**src/rtl/nw_pkg.sv**
```systemverilog
// rtl/nw_pkg.sv - shared symbol codes, FSM encoding and owner constants for the NW sequence RAMs
package nw_pkg;

    localparam logic [2:0] SYM_G = 3'b001;
    localparam logic [2:0] SYM_C = 3'b110;
    localparam logic [2:0] SYM_A = 3'b100;
    localparam logic [2:0] SYM_T = 3'b011;

    localparam logic OWN_FILL  = 1'b0;
    localparam logic OWN_TRACE = 1'b1;

    typedef enum logic [1:0] {
        ST_IDLE  = 2'd0,
        ST_LOAD  = 2'd1,
        ST_READY = 2'd2
    } state_t;

    function automatic logic is_valid_sym(input logic [2:0] sym);
        return (sym == SYM_G) || (sym == SYM_C) || (sym == SYM_A) || (sym == SYM_T);
    endfunction

endpackage

```
**src/rtl/seq_ram.sv**
```systemverilog
// rtl/seq_ram.sv - N x 3 symbol array with synchronous write and registered, enabled read
module seq_ram #(
    parameter int N   = 128,
    parameter int Bit = $clog2(N)
) (
    input  logic           i_clk,
    input  logic           i_rst,
    input  logic           i_we,
    input  logic [Bit-1:0] i_waddr,
    input  logic [2:0]     i_wdata,
    input  logic           i_re,
    input  logic [Bit-1:0] i_raddr,
    output logic [2:0]     o_dout
);

    logic [2:0] r_mem [N];
    logic [2:0] r_dout;

    assign o_dout = r_dout;

    // Array write; contents survive reset on purpose
    always_ff @(posedge i_clk) begin
        if (i_we) begin
            r_mem[i_waddr] <= i_wdata;
        end
    end

    // Registered read port; holds its value when not enabled
    always_ff @(posedge i_clk) begin
        if (i_rst) begin
            r_dout <= 3'b000;
        end else if (i_re) begin
            r_dout <= r_mem[i_raddr];
        end
    end

endmodule

```
**src/rtl/seq_ram_ctrl.sv**
```systemverilog
// rtl/seq_ram_ctrl.sv - sequence load FSM, length counter and fill/traceback read arbiter
module seq_ram_ctrl
    import nw_pkg::*;
#(
    parameter int N   = 128,
    parameter int Bit = $clog2(N)
) (
    input  logic           clk,
    input  logic           rst,
    input  logic           ld_start,
    input  logic           ld_valid,
    input  logic [2:0]     ld_sym,
    input  logic           ld_last,
    output logic           ld_ready,
    output logic           ld_err,
    input  logic           fill_req,
    input  logic [Bit-1:0] fill_addr,
    output logic           fill_gnt,
    input  logic           trace_req,
    input  logic [Bit-1:0] trace_addr,
    output logic           trace_gnt,
    output logic [2:0]     dout,
    output logic           dout_valid,
    output logic           dout_owner,
    output logic           dout_oob,
    output logic [Bit:0]   seq_len,
    output logic           seq_loaded
);

    state_t         r_state;
    state_t         w_next;
    logic [Bit:0]   r_seq_len;
    logic           r_loaded;
    logic           r_err;
    logic           r_last;
    logic           r_dvalid;
    logic           r_owner;
    logic           r_oob;

    logic           w_ld_ready;
    logic           w_sym_ok;
    logic           w_accept;
    logic           w_fill_gnt;
    logic           w_trace_gnt;
    logic           w_gnt;
    logic [Bit-1:0] w_rd_addr;
    logic           w_oob;
    logic [2:0]     w_ram_dout;

    assign w_ld_ready = (r_state == ST_LOAD) && (r_seq_len < (Bit+1)'(N));
    assign w_sym_ok   = is_valid_sym(ld_sym);
    // ld_start takes priority: a symbol presented alongside it is dropped
    assign w_accept   = w_ld_ready && ld_valid && !ld_start;
    assign w_gnt      = w_fill_gnt || w_trace_gnt;
    assign w_rd_addr  = w_trace_gnt ? trace_addr : fill_addr;
    assign w_oob      = ({1'b0, w_rd_addr} >= r_seq_len);

    // Next state and round-robin grants; ld_start overrides everything
    always_comb begin
        w_next      = r_state;
        w_fill_gnt  = 1'b0;
        w_trace_gnt = 1'b0;
        if (ld_start) begin
            w_next = ST_LOAD;
        end else begin
            case (r_state)
                ST_IDLE: ;
                ST_LOAD: begin
                    if (w_accept && (ld_last || (w_sym_ok && (r_seq_len == (Bit+1)'(N-1))))) begin
                        w_next = ST_READY;
                    end
                end
                ST_READY: begin
                    w_fill_gnt  = fill_req  && (!trace_req || (r_last == OWN_TRACE));
                    w_trace_gnt = trace_req && (!fill_req  || (r_last == OWN_FILL));
                end
                default: w_next = ST_IDLE;
            endcase
        end
    end

    // State register
    always_ff @(posedge clk) begin
        if (rst) begin
            r_state <= ST_IDLE;
        end else begin
            r_state <= w_next;
        end
    end

    // Length counter, sticky error and loaded flag
    always_ff @(posedge clk) begin
        if (rst || ld_start) begin
            r_seq_len <= '0;
            r_loaded  <= 1'b0;
            r_err     <= 1'b0;
        end else begin
            if (w_accept && w_sym_ok) begin
                r_seq_len <= r_seq_len + (Bit+1)'(1);
            end
            if (w_accept && !w_sym_ok) begin
                r_err <= 1'b1;
            end
            if ((r_state == ST_LOAD) && (w_next == ST_READY)) begin
                r_loaded <= 1'b1;
            end
        end
    end

    // Read-side tags and round-robin pointer; only granted cycles move them
    always_ff @(posedge clk) begin
        if (rst) begin
            r_dvalid <= 1'b0;
            r_owner  <= OWN_FILL;
            r_oob    <= 1'b0;
            r_last   <= OWN_TRACE;
        end else begin
            r_dvalid <= w_gnt;
            if (w_gnt) begin
                r_owner <= w_trace_gnt ? OWN_TRACE : OWN_FILL;
                r_oob   <= w_oob;
                r_last  <= w_trace_gnt ? OWN_TRACE : OWN_FILL;
            end
        end
    end

    seq_ram #(.N(N), .Bit(Bit)) u_ram (
        .i_clk   (clk),
        .i_rst   (rst),
        .i_we    (w_accept && w_sym_ok),
        .i_waddr (r_seq_len[Bit-1:0]),
        .i_wdata (ld_sym),
        .i_re    (w_gnt && !w_oob),
        .i_raddr (w_rd_addr),
        .o_dout  (w_ram_dout)
    );

    assign ld_ready   = w_ld_ready;
    assign ld_err     = r_err;
    assign fill_gnt   = w_fill_gnt;
    assign trace_gnt  = w_trace_gnt;
    assign dout       = r_oob ? 3'b000 : w_ram_dout;
    assign dout_valid = r_dvalid;
    assign dout_owner = r_owner;
    assign dout_oob   = r_oob;
    assign seq_len    = r_seq_len;
    assign seq_loaded = r_loaded;

endmodule

```
**config.mk**
```make
export PLATFORM = sky130hd
export DESIGN_NAME = seq_ram_ctrl
export DESIGN_NICKNAME = d
export VERILOG_FILES = /design/src/rtl/nw_pkg.sv /design/src/rtl/seq_ram.sv /design/src/rtl/seq_ram_ctrl.sv
export SDC_FILE = /design/constraint.sdc
export NUM_CORES = 1
export LEC_CHECK = 0
export BUFFER_PORTS_ARGS = -buffer_cell sky130_fd_sc_hd__buf_2
export CAP_MARGIN = 30
export CORE_MARGIN = 5
export CORE_UTILIZATION = 45
export CTS_CLUSTER_DIAMETER = 120
export DETAILED_ROUTE_END_ITERATION = 12
export GPL_TIMING_DRIVEN = 1
export HOLD_SLACK_MARGIN = 0.08
export PLACE_DENSITY = 0.72
export SLEW_MARGIN = 20
export SYNTH_ARGS = -nofsm -noshare
export SYNTH_HDL_FRONTEND = slang
export SYNTH_HIERARCHICAL = 1
export SYNTH_SLANG_ARGS = --single-unit
```
**constraint.sdc**
```tcl
create_clock -name clk -period 3.26 [get_ports clk]
set_input_delay 0.652 -clock clk [delete_from_list [all_inputs] [get_ports clk]]
set_output_delay 0.652 -clock clk [all_outputs]
set_load 0.01 [all_outputs]
```
Yosys cells after proc, flatten, opt, wreduce, memory -nomap -nowiden
Memory sizes are Yosys's and may differ from the RTL's. A register that Yosys moved wholly into a read port is not among the register bits. Cells that the tools add are included.

Memory bits (writable): 384. Flip-flop bits (word level): 16. Memories kept: 1. Word-level logic and storage cells: 59. Output and inout bits: 19. Latch bits: 0. Bits in read-only memories: 0.

Div/mod/pow operators: 0. Reduce and logical (&&, ||, !) cells: 26. Multiplexer cells: 12. Shift-type cells: 0. $add $sub $neg: 1. Equal/unequal tests: 8. Bitwise operators: 1. Magnitude comparators: 2. Multipliers: 0.

Memory list: u_ram.r_mem (words 128, width 3, read ports 1, clocked after memory_dff 1, wr ports 1, RTL line seq_ram.sv:16) `logic [2:0] r_mem [N];`.

Operators by type and width (count): logical AND 1 bit (11); adder 8 x 1 -> 8 bit (second input constant) (1); == test 8 x 7 -> 1 bit (second input constant) (1); greater-or-equal comparator 7 x 8 -> 1 bit (1); logical OR 1 bit (8); < comparator 8 bit (second input constant) (1); two-way mux 1 bit (7); two-way mux 7 bit (1); == test 3 bit (second input constant) (2); zero test 1 bit (5); == test 2 bit (second input constant) (2); two-way mux 2 bit (2); case mux 2 bit (2 select lines) (1); == test 3 x 1 -> 1 bit (second input constant) (1); == test 3 x 2 -> 1 bit (second input constant) (1); two-way mux 3 bit (1); == test 2 x 1 -> 1 bit (second input constant) (1); zero test 2 bit (1); OR reduction 2 bit (1); inverter 1 bit (1).

Depth between registers and ports, before layout
Depth after elaboration: 12. Gate-level depth with buffers: 15.

Modules after synthesis
The synthesis kept the hierarchy.

Modules (own cells, without submodules): seq_ram (cells each 870, area an instance 15864.0 sq um, instances 1); seq_ram_ctrl (cells each 118, area an instance 993.5 sq um, instances 1).

Least setup slack after synthesis
Ideal clock, no wire load.

Path kind: input-to-reg. Start: input ld_start. End: register u_ram.r_dout[1], in the netlist u_ram/o_dout[1], read port of u_ram.r_mem. Path slack: -0.269 ns. Arrival time: 3.401 ns. Required time: 3.132 ns. Stages on the path: 14. Cell sequence: nor3b_1 -> nand2_1 -> a21o_1 -> clkbuf_1 -> mux2_2 -> ha_1 -> a211oi_1 -> o21ai_0 -> a211oi_1 -> nand2b_1 -> a41oi_1 -> o21ai_0 -> o21ai_0 -> a22oi_1.

Cells in the longest elaborated chain, start to end: 5. Elaborated cells between the ends (all ways): 7.

RTL lines: start, declared (RTL line seq_ram_ctrl.sv:10) `input logic ld_start,`; two-way mux 1 bit (*) (RTL line seq_ram_ctrl.sv:63) `if (ld_start) begin`; two-way mux 7 bit (*) (RTL line seq_ram_ctrl.sv:55) `assign w_rd_addr = w_trace_gnt ? trace_addr : fill_addr;`; net w_rd_addr[2] (RTL line seq_ram_ctrl.sv:46) `logic [Bit-1:0] w_rd_addr;`; greater-or-equal comparator 7 x 8 -> 1 bit (RTL line seq_ram_ctrl.sv:56) `assign w_oob = ({1'b0, w_rd_addr} >= r_seq_len);`; zero test 1 bit (RTL line seq_ram_ctrl.sv:133) `.i_re (w_gnt && !w_oob),`; logical AND 1 bit (RTL line seq_ram_ctrl.sv:133); end, declared (RTL line seq_ram.sv:17) `logic [2:0] r_dout;`.

The timed path passes the listed nets; every way through them passes the cells marked *. A chain may end at the register's enable or synchronous reset.

Worst setup path in the final report
Start: register r_state[1]. End: register u_ram.r_dout[1], in the netlist u_ram/o_dout[1], read port of u_ram.r_mem.

Cells in the longest elaborated chain, start to end: 7. Elaborated cells between the ends (all ways): 10.

RTL lines: start, declared (RTL line seq_ram_ctrl.sv:30) `state_t r_state;`; start signal, assigned (RTL line seq_ram_ctrl.sv:87) `r_state <= w_next;`; == test 2 bit (*) (RTL line seq_ram_ctrl.sv:66) `case (r_state)`; two-way mux 1 bit (*) (RTL line seq_ram_ctrl.sv:66); two-way mux 1 bit (*) (RTL line seq_ram_ctrl.sv:63); two-way mux 7 bit (*) (RTL line seq_ram_ctrl.sv:55); net w_rd_addr[0] (RTL line seq_ram_ctrl.sv:46); greater-or-equal comparator 7 x 8 -> 1 bit (RTL line seq_ram_ctrl.sv:56); zero test 1 bit (RTL line seq_ram_ctrl.sv:133); logical AND 1 bit (RTL line seq_ram_ctrl.sv:133).

Marked as above.

==> impl_summary.md <==
Synthesis
The Yosys step of the flow raised 6 warnings. Of all flip-flops after synthesis, the portion carrying an async set or reset was 0%. The part of the Yosys area used for sequential elements is 70.66%. In this run the mean area of a mapped cell was 17.06 sq um. The mapped cell area is 16860 sq um.

Summed over all instances, the cell type with the most area after synthesis is edfxtp_1. The portion of synthesized cell area occupied by the leading cell type is 68.40%. The synthesized netlist net count is 1020. The number of different library cells in the post-synthesis netlist is 53. The number of flops mapped to enable cells by yosys is 384. Synthesis produced a netlist whose cell count is 988. After synthesis the netlist holds a flip-flop and latch count of 403.

Yosys attributes the largest share of cell area to edfxtp_1 (68%), mux4_2 (7.2%), mux4_1 (4.2%). For this run, the leading register cell type out of synthesis is edfxtp_1.

Worst setup path
The critical path is of the reg2reg type. The signal on the critical path passes through nor3b_2 -> nand2_1 -> a21o_2 -> mux2_8 -> buf_12 -> buf_12 -> mux2_2 -> o22ai_1 -> a221o_1 -> a211oi_1 -> o21ai_0 -> a22oi_1. The most used cell along the critical path is buf_12. The family with the most delay on the worst path is compound AO/OA/AOI/OAI gates. At the worst endpoint, the required time is 3700 ps.

The critical path's slowest cell is mux2_8. The maximum cell stage delay along the critical path is 440 ps. The minimum setup slack among reg-to-reg paths is 180 ps.

The critical path data arrival time is 3520 ps. The peak fanout along the critical path is 29. The worst setup path is captured at a flop. The number of buffer and inverter instances along the worst setup path is 2. The startpoint type of the worst setup path is a flop.

CTS
The tree built by TritonCTS fans out to 403 sinks. After clock tree synthesis, the clock-pin slew on the worst setup and hold paths is 60 ps. The later pin in the worst-skew pair is clocked with a latency of 520 ps. The clock buffer count from CTS is 40. The number of buffers on the longest clock path is 3. In this run the post-CTS setup repair buffer count came out at 0. The clock tree synthesis step divided the H-tree into 2 levels. CTS placed an instance of clkbuf_16 at the clock tree root.

The clock tree from TritonCTS is yes.

Finish
After filler insertion, the fill cell instance count of the layout stands at 2861. The finished cells cover 19530 sq um. Cells fill 53.10% of the core in the end. The final non-filler cell total is 1608.

Relative to the synthesized area, the layout overhead comes to 15.87%. At the end of the flow, the number of nets in the layout was 1143. Leaving out fill and tap cells, the most frequent cells in the layout are edfxtp_1 (384), nor2_1 (148), buf_4 (81). The post-route netlist has 24.04% of its cells at a drive strength greater than 1.

Leaving out fill and tap cells, the most frequent cell in the layout is edfxtp_1. The number of diodes added for antenna fixing is 0.

STA
For the pin with the worst max-slew slack, the measured transition is 816.2 ps. The worst slew margin relative to its limit is 45.59%. The max-slew violation count is 0.

Setup total negative slack on the finished layout was measured at 0 ps. The final number of hold-violating endpoints is 0. After layout, the minimum clock period comes to 3080 ps. Hold is met by 456.4 ps.

The final clock skew is 17.15 ps. The final clock period utilization by the worst path is 94.48%. For this run, the top clock speed supported by timing is 324.7 MHz. Setup repair after global routing left no endpoint under its margin.

Setup violations remaining at the end of the flow were counted as 0.

GRT
The via count of the first global-routing pass is 9569. The initial antenna violation count is 0. The met2 track demand over resource is 29.76%. The met1 track demand over resource in global routing is 24.56%. The leftover overflow at the end of global routing is 0. The met3 track demand over resource is 3.307%. The global routing usage summed across all routing layers is 17.98%. The busiest layer in global routing is met2. The first-pass GRT wire length is 57.08 mm. The largest net degree at the start of global routing is 77.

Worst hold path
The path class of the tightest hold or removal check is in2reg.

Place
Summing all placed instances gives a cell area of 18180 sq um. The HPWL after detailed placement is 25.05 mm. The congestion estimate from routability-driven global placement came to 0.8953. The number of placed cells counting well taps is 1537.

The count of buffers added on input and output ports is 42.

Floorplanning
The site row count is 70. The die boundary height is 203.6 microns. The core area is 36790 sq um. The floorplan step defined a die boundary enclosing 41430 sq um. The number of top-level design ports is 43. Once the floorplan was initialized, standard cells occupied 45.83% of the core.

In this run the horizontal extent of the chip is 203.6 microns.

Power and ir drop
The worst-case IR drop observed on VDD is 0.3644 mV. For this design the static power due to leakage is 0.006467 uW. The power density normalized to cell area is 555.3 nW/um^2.

Routing
The first detailed-routing pass ran for 5 iterations. The routed wire length is 37.47 mm. The via density per instance is 5.904.

The wire length per cell is 23.30 microns. After detailed routing, the number of remaining DRC violations is 0. The DRC violation total after the first TritonRoute iteration is 929.

For this block, the via count after detailed routing is 9493. The post-detailed-route count of antenna-violating nets is 0.

Job
The tool flagged a number of max-cap violations equal to 0.

Outcome
The run finished with clean final reports.
worst min-delay path: stages:
cell and delay [ps]:
buf_2 110, nand2_1 70, a211o_1 110
state kept, by name, indices dropped and copies added, names as in the netlist:
name / cells
u_ram/o_dout: 3
u_ram/r_mem: 384
dout_owner: 1
seq_len: 8
dout_valid: 1
r_last: 1
ld_err: 1
seq_loaded: 1
dout_oob: 1
r_state: 2
cell families after synthesis:
kind of cell,share of synthesized area (%)
compound gates,3.548
xor+xnor,0.2598
fa+ha+maj,0.5938
buf+inv,2.286
flops,70.66
mux,15.36
simple gates,7.289
timing repair:
action / CTS / global route
hold buffers: 0 / 0
setup endpoints to repair: 0 / 3
gates resized for setup: 0 / 8
where the power goes:
part | switching, uW | internal [uW] | leakage (uW)
clock network | 1820 | 2810 | 0.000645
registers | 1.77 | 5660 | 0.00360
logic | 310 | 238 | 0.00222
total | 2130 | 8720 | 0.00647
layer usage:
layer	vias up	routed length, microns
met5	-	0
met4	0	1124
met3	82	2787
met2	406	18380
met1	4833	15170
li1	4172	-
synthesized netlist by cell type (7+ instances only):
| library cell | instances |
|---|---|
| mux4_1 | 27 |
| buf_2 | 13 |
| o22ai_1 | 15 |
| and2_1 | 7 |
| a21oi_1 | 9 |
| clkbuf_1 | 22 |
| nor2_1 | 148 |
| nor2b_1 | 15 |
| nand3_1 | 25 |
| mux2_2 | 19 |
| edfxtp_1 | 384 |
| a211oi_1 | 11 |
| inv_1 | 13 |
| mux4_2 | 54 |
| o21ai_0 | 16 |
| nand2b_1 | 12 |
| dfxtp_1 | 19 |
| nor3_1 | 12 |
| nand2_1 | 38 |
| mux2i_1 | 45 |
| ha_1 | 8 |
cell type report:
type	count	area, sq um	area share [%]
clock buffers	48	1072	5.490
well taps	468	585.6	2.998
multi-input cells	521	4608	23.59
repair buffers	132	1044	5.342
flip-flops and latches	403	11910	60.98
inverters	13	48.80	0.2498
clock inverters	23	262.8	1.345
worst paths after layout:
check	from	to	cells after the start
min reg2reg	seq_loaded	seq_loaded	1
min	fill_req	r_last	3
max	r_state[1]	u_ram/o_dout[1]	12
max reg2reg	r_state[1]	u_ram/o_dout[1]	12
per-stage QoR:
stage                     power, uW  setup slack (ps)
final                         10850             180.0
after global placement         6314            -241.2
after CTS                     10920             124.5
after detailed placement       6322            -274.6
after floorplan                6082             3.846
after global routing          11200             4.150
Note: power is estimated with default switching activity, not from simulation.
